[src/rtl/snake_logic.sv]
// Snake game board datapath answering the controller tick/done handshake.
// Body is a circular cell buffer plus a 64-bit occupancy bitmap; all state advances on negedge clka.
module snake_logic #(
  parameter int MAX_LEN  = 16,
  parameter int INIT_LEN = 3
) (
  input  logic        clka,
  input  logic        restart_n,
  input  logic        logic_tick,
  input  logic        no_update,
  input  logic [1:0]  direction_state,
  input  logic        rand_ack,
  input  logic [5:0]  rand_value,
  output logic        rand_req,
  output logic        logic_done,
  output logic        game_end,
  output logic [63:0] led_array_flat,
  output logic [5:0]  snake_len
);

  localparam int PTR_W = $clog2(MAX_LEN);
  localparam logic [1:0] DIR_UP    = 2'd0;
  localparam logic [1:0] DIR_DOWN  = 2'd1;
  localparam logic [1:0] DIR_LEFT  = 2'd2;
  localparam logic [1:0] DIR_RIGHT = 2'd3;

  typedef enum logic [2:0] {IDLE, BLINK, CHECK, COMMIT, FOOD_REQ, PROBE} state_t;

  // Starting body runs leftwards from cell 27 (row 3, col 3); INIT_LEN up to 4 stays on row 3.
  function automatic logic [MAX_LEN*6-1:0] init_body();
    logic [MAX_LEN*6-1:0] b;
    b = '0;
    for (int i = 0; i < INIT_LEN; i++) b[i*6 +: 6] = 6'(28 - INIT_LEN + i);
    return b;
  endfunction

  function automatic logic [63:0] init_occ();
    logic [63:0] m;
    m = '0;
    for (int i = 0; i < INIT_LEN; i++) m[28 - INIT_LEN + i] = 1'b1;
    return m;
  endfunction

  function automatic logic [PTR_W-1:0] ptr_inc(input logic [PTR_W-1:0] p);
    return (p == PTR_W'(MAX_LEN - 1)) ? '0 : p + 1'b1;
  endfunction

  localparam logic [MAX_LEN*6-1:0] INIT_BODY = init_body();
  localparam logic [63:0]          INIT_OCC  = init_occ();

  state_t                 state, state_nxt;
  logic [MAX_LEN*6-1:0]   body;
  logic [PTR_W-1:0]       head_ptr, tail_ptr, head_ptr_nxt;
  logic [63:0]            occ, occ_commit;
  logic [5:0]             food, probe, next_cell, next_q;
  logic [5:0]             head_cell, tail_cell;
  logic [2:0]             head_row, head_col;
  logic                   tick_prev, head_blank, grow_q, eat_q;
  logic                   wall_hit, body_hit, eat, grow, tick_rise, blink_req;

  assign head_ptr_nxt = ptr_inc(head_ptr);
  assign head_cell    = body[head_ptr*6 +: 6];
  assign tail_cell    = body[tail_ptr*6 +: 6];
  assign head_row     = head_cell[5:3];
  assign head_col     = head_cell[2:0];
  assign tick_rise    = logic_tick & ~tick_prev;
  assign blink_req    = no_update | game_end;

  always_comb begin
    wall_hit  = 1'b0;
    next_cell = head_cell;
    case (direction_state)
      DIR_UP:    if (head_row == 3'd7) wall_hit = 1'b1; else next_cell = {head_row + 3'd1, head_col};
      DIR_DOWN:  if (head_row == 3'd0) wall_hit = 1'b1; else next_cell = {head_row - 3'd1, head_col};
      DIR_LEFT:  if (head_col == 3'd0) wall_hit = 1'b1; else next_cell = {head_row, head_col - 3'd1};
      DIR_RIGHT: if (head_col == 3'd7) wall_hit = 1'b1; else next_cell = {head_row, head_col + 3'd1};
      default:   wall_hit = 1'b0;
    endcase
  end

  // Moving into the cell the tail is vacating is legal unless the snake grows this step.
  assign eat      = (next_cell == food);
  assign grow     = eat && (snake_len < 6'(MAX_LEN));
  assign body_hit = occ[next_cell] && !((next_cell == tail_cell) && !grow);

  always_comb begin
    occ_commit = occ;
    if (!grow_q) occ_commit[tail_cell] = 1'b0;
    occ_commit[next_q] = 1'b1;
  end

  assign led_array_flat = (occ & ~({63'd0, head_blank} << head_cell)) | (64'd1 << food);

  always_comb begin
    state_nxt = state;
    case (state)
      IDLE:     if (tick_rise) state_nxt = blink_req ? BLINK : CHECK;
      BLINK:    state_nxt = IDLE;
      CHECK:    state_nxt = (wall_hit || body_hit) ? IDLE : COMMIT;
      COMMIT:   state_nxt = eat_q ? FOOD_REQ : IDLE;
      FOOD_REQ: if (rand_ack) state_nxt = PROBE;
      PROBE:    if (!occ[probe]) state_nxt = IDLE;
      default:  state_nxt = IDLE;
    endcase
  end

  always_ff @(negedge clka or negedge restart_n) begin
    if (!restart_n) state <= IDLE;
    else            state <= state_nxt;
  end

  always_ff @(negedge clka or negedge restart_n) begin
    if (!restart_n) begin
      body       <= INIT_BODY;
      head_ptr   <= PTR_W'(INIT_LEN - 1);
      tail_ptr   <= '0;
      occ        <= INIT_OCC;
      food       <= 6'd30;
      probe      <= 6'd0;
      next_q     <= 6'd0;
      eat_q      <= 1'b0;
      grow_q     <= 1'b0;
      snake_len  <= 6'(INIT_LEN);
      logic_done <= 1'b0;
      game_end   <= 1'b0;
      rand_req   <= 1'b0;
      head_blank <= 1'b0;
      tick_prev  <= 1'b0;
    end else begin
      tick_prev <= logic_tick;
      case (state)
        IDLE: begin
          if (tick_rise) begin
            logic_done <= 1'b0;
            if (blink_req) head_blank <= ~head_blank;
          end
        end
        BLINK: logic_done <= 1'b1;
        CHECK: begin
          next_q <= next_cell;
          eat_q  <= eat;
          grow_q <= grow;
          if (wall_hit || body_hit) begin
            game_end   <= 1'b1;
            logic_done <= 1'b1;
          end
        end
        COMMIT: begin
          head_ptr                  <= head_ptr_nxt;
          body[head_ptr_nxt*6 +: 6] <= next_q;
          occ                       <= occ_commit;
          if (grow_q) snake_len <= snake_len + 6'd1;
          else        tail_ptr  <= ptr_inc(tail_ptr);
          if (eat_q) rand_req   <= 1'b1;
          else       logic_done <= 1'b1;
        end
        FOOD_REQ: begin
          if (rand_ack) begin
            probe    <= rand_value;
            rand_req <= 1'b0;
          end
        end
        PROBE: begin
          if (!occ[probe]) begin
            food       <= probe;
            logic_done <= 1'b1;
          end else begin
            probe <= probe + 6'd1;
          end
        end
        default: ;
      endcase
    end
  end

endmodule

[config.mk]
export PLATFORM = sky130hd
export DESIGN_NAME = snake_logic
export DESIGN_NICKNAME = d
export VERILOG_FILES = /design/src/rtl/snake_logic.sv
export SDC_FILE = /design/constraint.sdc
export NUM_CORES = 1
export LEC_CHECK = 0
export BUFFER_PORTS_ARGS = -buffer_cell sky130_fd_sc_hd__buf_2
export CELL_PAD_IN_SITES_DETAIL_PLACEMENT = 0
export CELL_PAD_IN_SITES_GLOBAL_PLACEMENT = 1
export CORE_ASPECT_RATIO = 1.2
export CORE_MARGIN = 1.5
export CORE_UTILIZATION = 44
export DETAILED_ROUTE_END_ITERATION = 16
export GPL_TIMING_DRIVEN = 0
export PLACE_DENSITY = 0.89
export SLEW_MARGIN = 5
export SYNTH_ARGS = -nofsm -noshare
export SYNTH_HDL_FRONTEND = slang
export SYNTH_SLANG_ARGS = --single-unit
[constraint.sdc]
create_clock -name clka -period 4.7 [get_ports clka]
set_input_delay 0.94 -clock clka [delete_from_list [all_inputs] [get_ports clka]]
set_output_delay 0.94 -clock clka [all_outputs]
set_load 0.02 [all_outputs]
# Yosys cells after proc, flatten, opt, wreduce, memory -nomap -nowiden

Cells that the tools add are included.
Widths: inputs -> output; s select.

Bits in registers: 202
Output and inout bits: 73
Logic and storage cells: 138

$add $sub $neg: 9
Multipliers: 3
Order comparisons: 7
Eq/ne operators: 21
Shifts and indexed selects: 6
Multiplexer cells: 40
Bitwise gates (word level): 12
Reductions and logical operators: 24

Operators with widths:

| operator                | number |
|---|---|
| $shiftx 96x8->6         | 2 |
| $and 64x64->64          | 2 |
| $not 64->64             | 2 |
| $or 64x64->64           | 2 |
| $bwmux 96               | 1 |
| $shift 6x34->96 const A | 1 |
| $shiftx 6x34->96        | 1 |
| $mux 64                 | 1 |
| $shl 1x6->64            | 1 |
| $shl 1x6->64 const A    | 1 |
| $neg 7->34              | 1 |
| $lt 6x7->1 const B      | 4 |
| $mux 6                  | 4 |
| $pmux 6 s4              | 1 |
| $mul 4x2->6 const B     | 3 |
| $mux 3                  | 6 |
| $pmux 3 s5              | 1 |
| $mux 1                  | 14 |
| $ne 2x2->1 const B      | 7 |
| $add 6x1->6 const B     | 2 |
| $bmux 1 s6              | 2 |
| $demux 1 s6             | 2 |
| $eq 3x3->1 const B      | 4 |
| $eq 6x6->1              | 2 |
| other kinds (29)        | 55 |

# Longest topological paths before layout

Depth in word-level cells: 14
Mapped depth: 21

==> flow_summary.ini <==
[run_status]
outcome = finished with violations
violations = negative setup slack

[cts]
htreeDepth = 1
cts_sinks = 202
cts_made_buffers = 24
clk_path_buf_depth = 3
cts_hold_buf = 0
cts_tree = built
worstSkewPairLatency_ps = 580
clock-root-buffer = clkbuf_16
cts.clk_slew.worst_paths_ps = 40

[timing]
fin_ws_ps = -2020
finClkSkew_ps = 71.5
relSlewSlack = 0.110
timing.final.hold_violations = 0
holdWs_ps = 447
tightest_slew_ps = 1330
slew_violations = 0
setup_viol = 69
rsz0062_at_grt = yes

[setup_path]
crit_path_start_kind = flop
path_cells = buf_12, buf_12, buf_12, mux4_2, mux4_2, buf_4, inv_6, nor2_4, buf_12, nand2_8, o21ai_4, o21ai_2, buf_6
r2r_slack_ps = -460
critPathRequiredTime_ps = 3760
crit_top_cell = buf_12
cp_slowest_cell = mux4_2
critPathArrivalTime_ps = 5780
worstReg2RegEnd = state[0]
cp-end-kind = primary output
worstRegToRegCells = 24
path_class = flop to primary output
path_max_fanout = 8
max_stage_delay_ps = 610
rr_startpoint = head_ptr[0]

[die]
fp-row-count = 70
coreArea_um2 = 30700
fp.dieW_um = 165
die-area_um2 = 32400
io_pins = 86
chipHeight_um = 197
start_util = 0.450

[synth]
synth_top_family_by_area = multiplexers
muxShareOfSynthArea = 0.211
ys_seq_area_frac = 0.368
synth_fa_ha_area_frac = 0.0172
synth_compound_area_frac = 0.196
synth_top_area_share = 0.330
synth_area_per_cell_um2 = 9.46
ys_top_cells_by_area = dfrtn_1 (33%), o21ai_0 (11%), mux4_2 (9.0%)
synthFlopType = dfrtn_1
synth-xor-area-share = 0.0191
synth_cell_type_count = 89
synth-edff-count = 0
ys_warn_count = 0
yosys.area_share.simple = 0.154
synth.most_common_cell = o21ai_0
synth_nets = 1491
synth_area_leader_cell = dfrtn_1
syn_inst = 1459
async_reset_ff_frac = 1.00
syn_area_um2 = 13800
ys_seq_elements = 202
synth_commonest_cells = o21ai_0 (290), dfrtn_1 (182), nand2_1 (177)

[final_layout]
fill_cells = 2619
layout.nets = 1710
area_growth_pct = 32.1
layout-drive-gt1-share = 0.394

[placed_design]
post-place-ws_ps = -2060
place_congestion = 1.03
io_buffers = 84
dpl.hpwl_um = 40900

[job]
drv_cap = 0

[route]
wl_per_cell_um = 26.8
viasPerCell = 6.64
drt_iter0_drc = 1680
via_count = 13900
ant_nets = 0
drt-pass1-iter-count = 8
route.detailed.drc = 0
wl_um = 56100

[worst_hold_path]
whs_endpoint = snake_len[5]
whs_path_depth = 1
min-delay-start = snake_len[5]
hold_path_class = flop to flop

[global_route]
grt_overflow = 0
track_usage = 0.346
grt_pass1_vias = 13600
grt_max_degree = 103
antenna_found_initial = 1
use_met2 = 0.553
grt_pass1_wl_um = 83700
use_met1 = 0.396
top_usage_layer = met2
use_met3 = 0.0654

[pwr]
leakagePower_uw = 0.00730
power.total_uw = 9440
peakVddDrop_uv = 457
p_per_area_nw_per_um2 = 518
==> per-stage QoR <==
stage	instances	setup TNS [ps]	area [um^2]	utilization
after global placement	1939	-704720	15300	0.500
after detailed placement	1940	-171990	15400	0.501
after global routing	2092	-133680	18200	0.595
after CTS	2058	-125300	17500	0.572
final	2093	-129720	18200	0.595
after floorplan	1459	-78610	14400	-
==> worst max path at each step <==
stage                  startpoint            endpoint  cells past startpoint
2_1_floorplan  direction_state[0]            game_end                     13
4_1_cts               head_ptr[0]   led_array_flat[9]                     10
6_report              head_ptr[0]  led_array_flat[15]                     13
3_3_place_gp            restart_n            body[34]                      1
5_1_grt               head_ptr[0]  led_array_flat[21]                     11
3_5_place_dp          head_ptr[0]  led_array_flat[53]                     10
==> critical path: cells and delay by family, from the launching register on <==
family | cells | cell delay, ps
multiplexers | 2 | 1150
AND/OR/NAND/NOR | 2 | 180
buffers and inverters | 7 | 930
AO/OA/AOI/OAI | 2 | 180
flip-flops | 1 | 460
==> metal layers <==
layer / vias to the layer above / share of wire
li1: 5932 / -
met1: 6684 / 0.35
met2: 948 / 0.45
met3: 339 / 0.091
met4: 0 / 0.11
met5: - / 0
==> flip-flops by register name, indices dropped and copies added, names as in the netlist <==
| signal | cells |
|---|---|
| body | 96 |
| eat_q | 1 |
| food | 6 |
| game_end | 1 |
| grow_q | 1 |
| head_blank | 1 |
| head_ptr | 4 |
| logic_done | 1 |
| next_q | 6 |
| occ | 64 |
| probe | 6 |
| rand_req | 1 |
| snake_len | 6 |
| state | 3 |
| tail_ptr | 4 |
| tick_prev | 1 |
==> where the power goes <==
group          internal [uW]  leakage (uW)  switching (uW)
Combinational           2000       0.00411            3290
Clock                   1130      0.000484             792
Sequential              1980       0.00271             248
Total                   5110       0.00730            4330
==> cell families after synthesis <==
| logic type | after synthesis |
|---|---|
| muxes | 204 |
| xor gates and xnor gates | 28 |
| buffers and inverters | 108 |
| and+or+nand+nor | 444 |
| adders and majority gates | 19 |
| AOI/OAI and AO/OA | 454 |
| DFF | 202 |
==> timing repair <==
item | 4_1_cts | 5_1_grt
setup buffers | 58 | 37
pin swaps | 45 | 34
setup endpoints to repair | 158 | 144
gates resized for setup | 221 | 105
==> cell usage in the layout (no fill, tap or decap), types with 13 or more instances in the layout <==
master     instances
o21ai_4           25
inv_1             40
clkbuf_1          48
nand2_1          162
or3_1             21
nand2b_1          16
mux2i_1           36
buf_6             53
dfrtn_1          182
o22ai_1           19
o21ai_2           95
buf_2             34
o21ai_0          162
mux2_2            95
o221ai_1          20
nor2b_1           14
xnor2_1           19
nand3_1           51
buf_4             96
o21ai_1           13
dfstp_2           20
a21oi_1           27
mux4_2            57
ha_1              17
nor2_1            58
clkbuf_16         27
==> final cells by class <==
cell class,instances,area (um^2),share of cell area
multi-input combinational,1149,9610,0.527
sequential,202,5080,0.279
clock buffer,35,694,0.0381
tap,396,495,0.0272
timing repair buffer,180,1560,0.0857
antenna,1,2.50,0.000137
buffer,74,479,0.0263
clock inverter,29,160,0.00879
inverter,27,146,0.00803
Power figures use the tool's default switching activity.
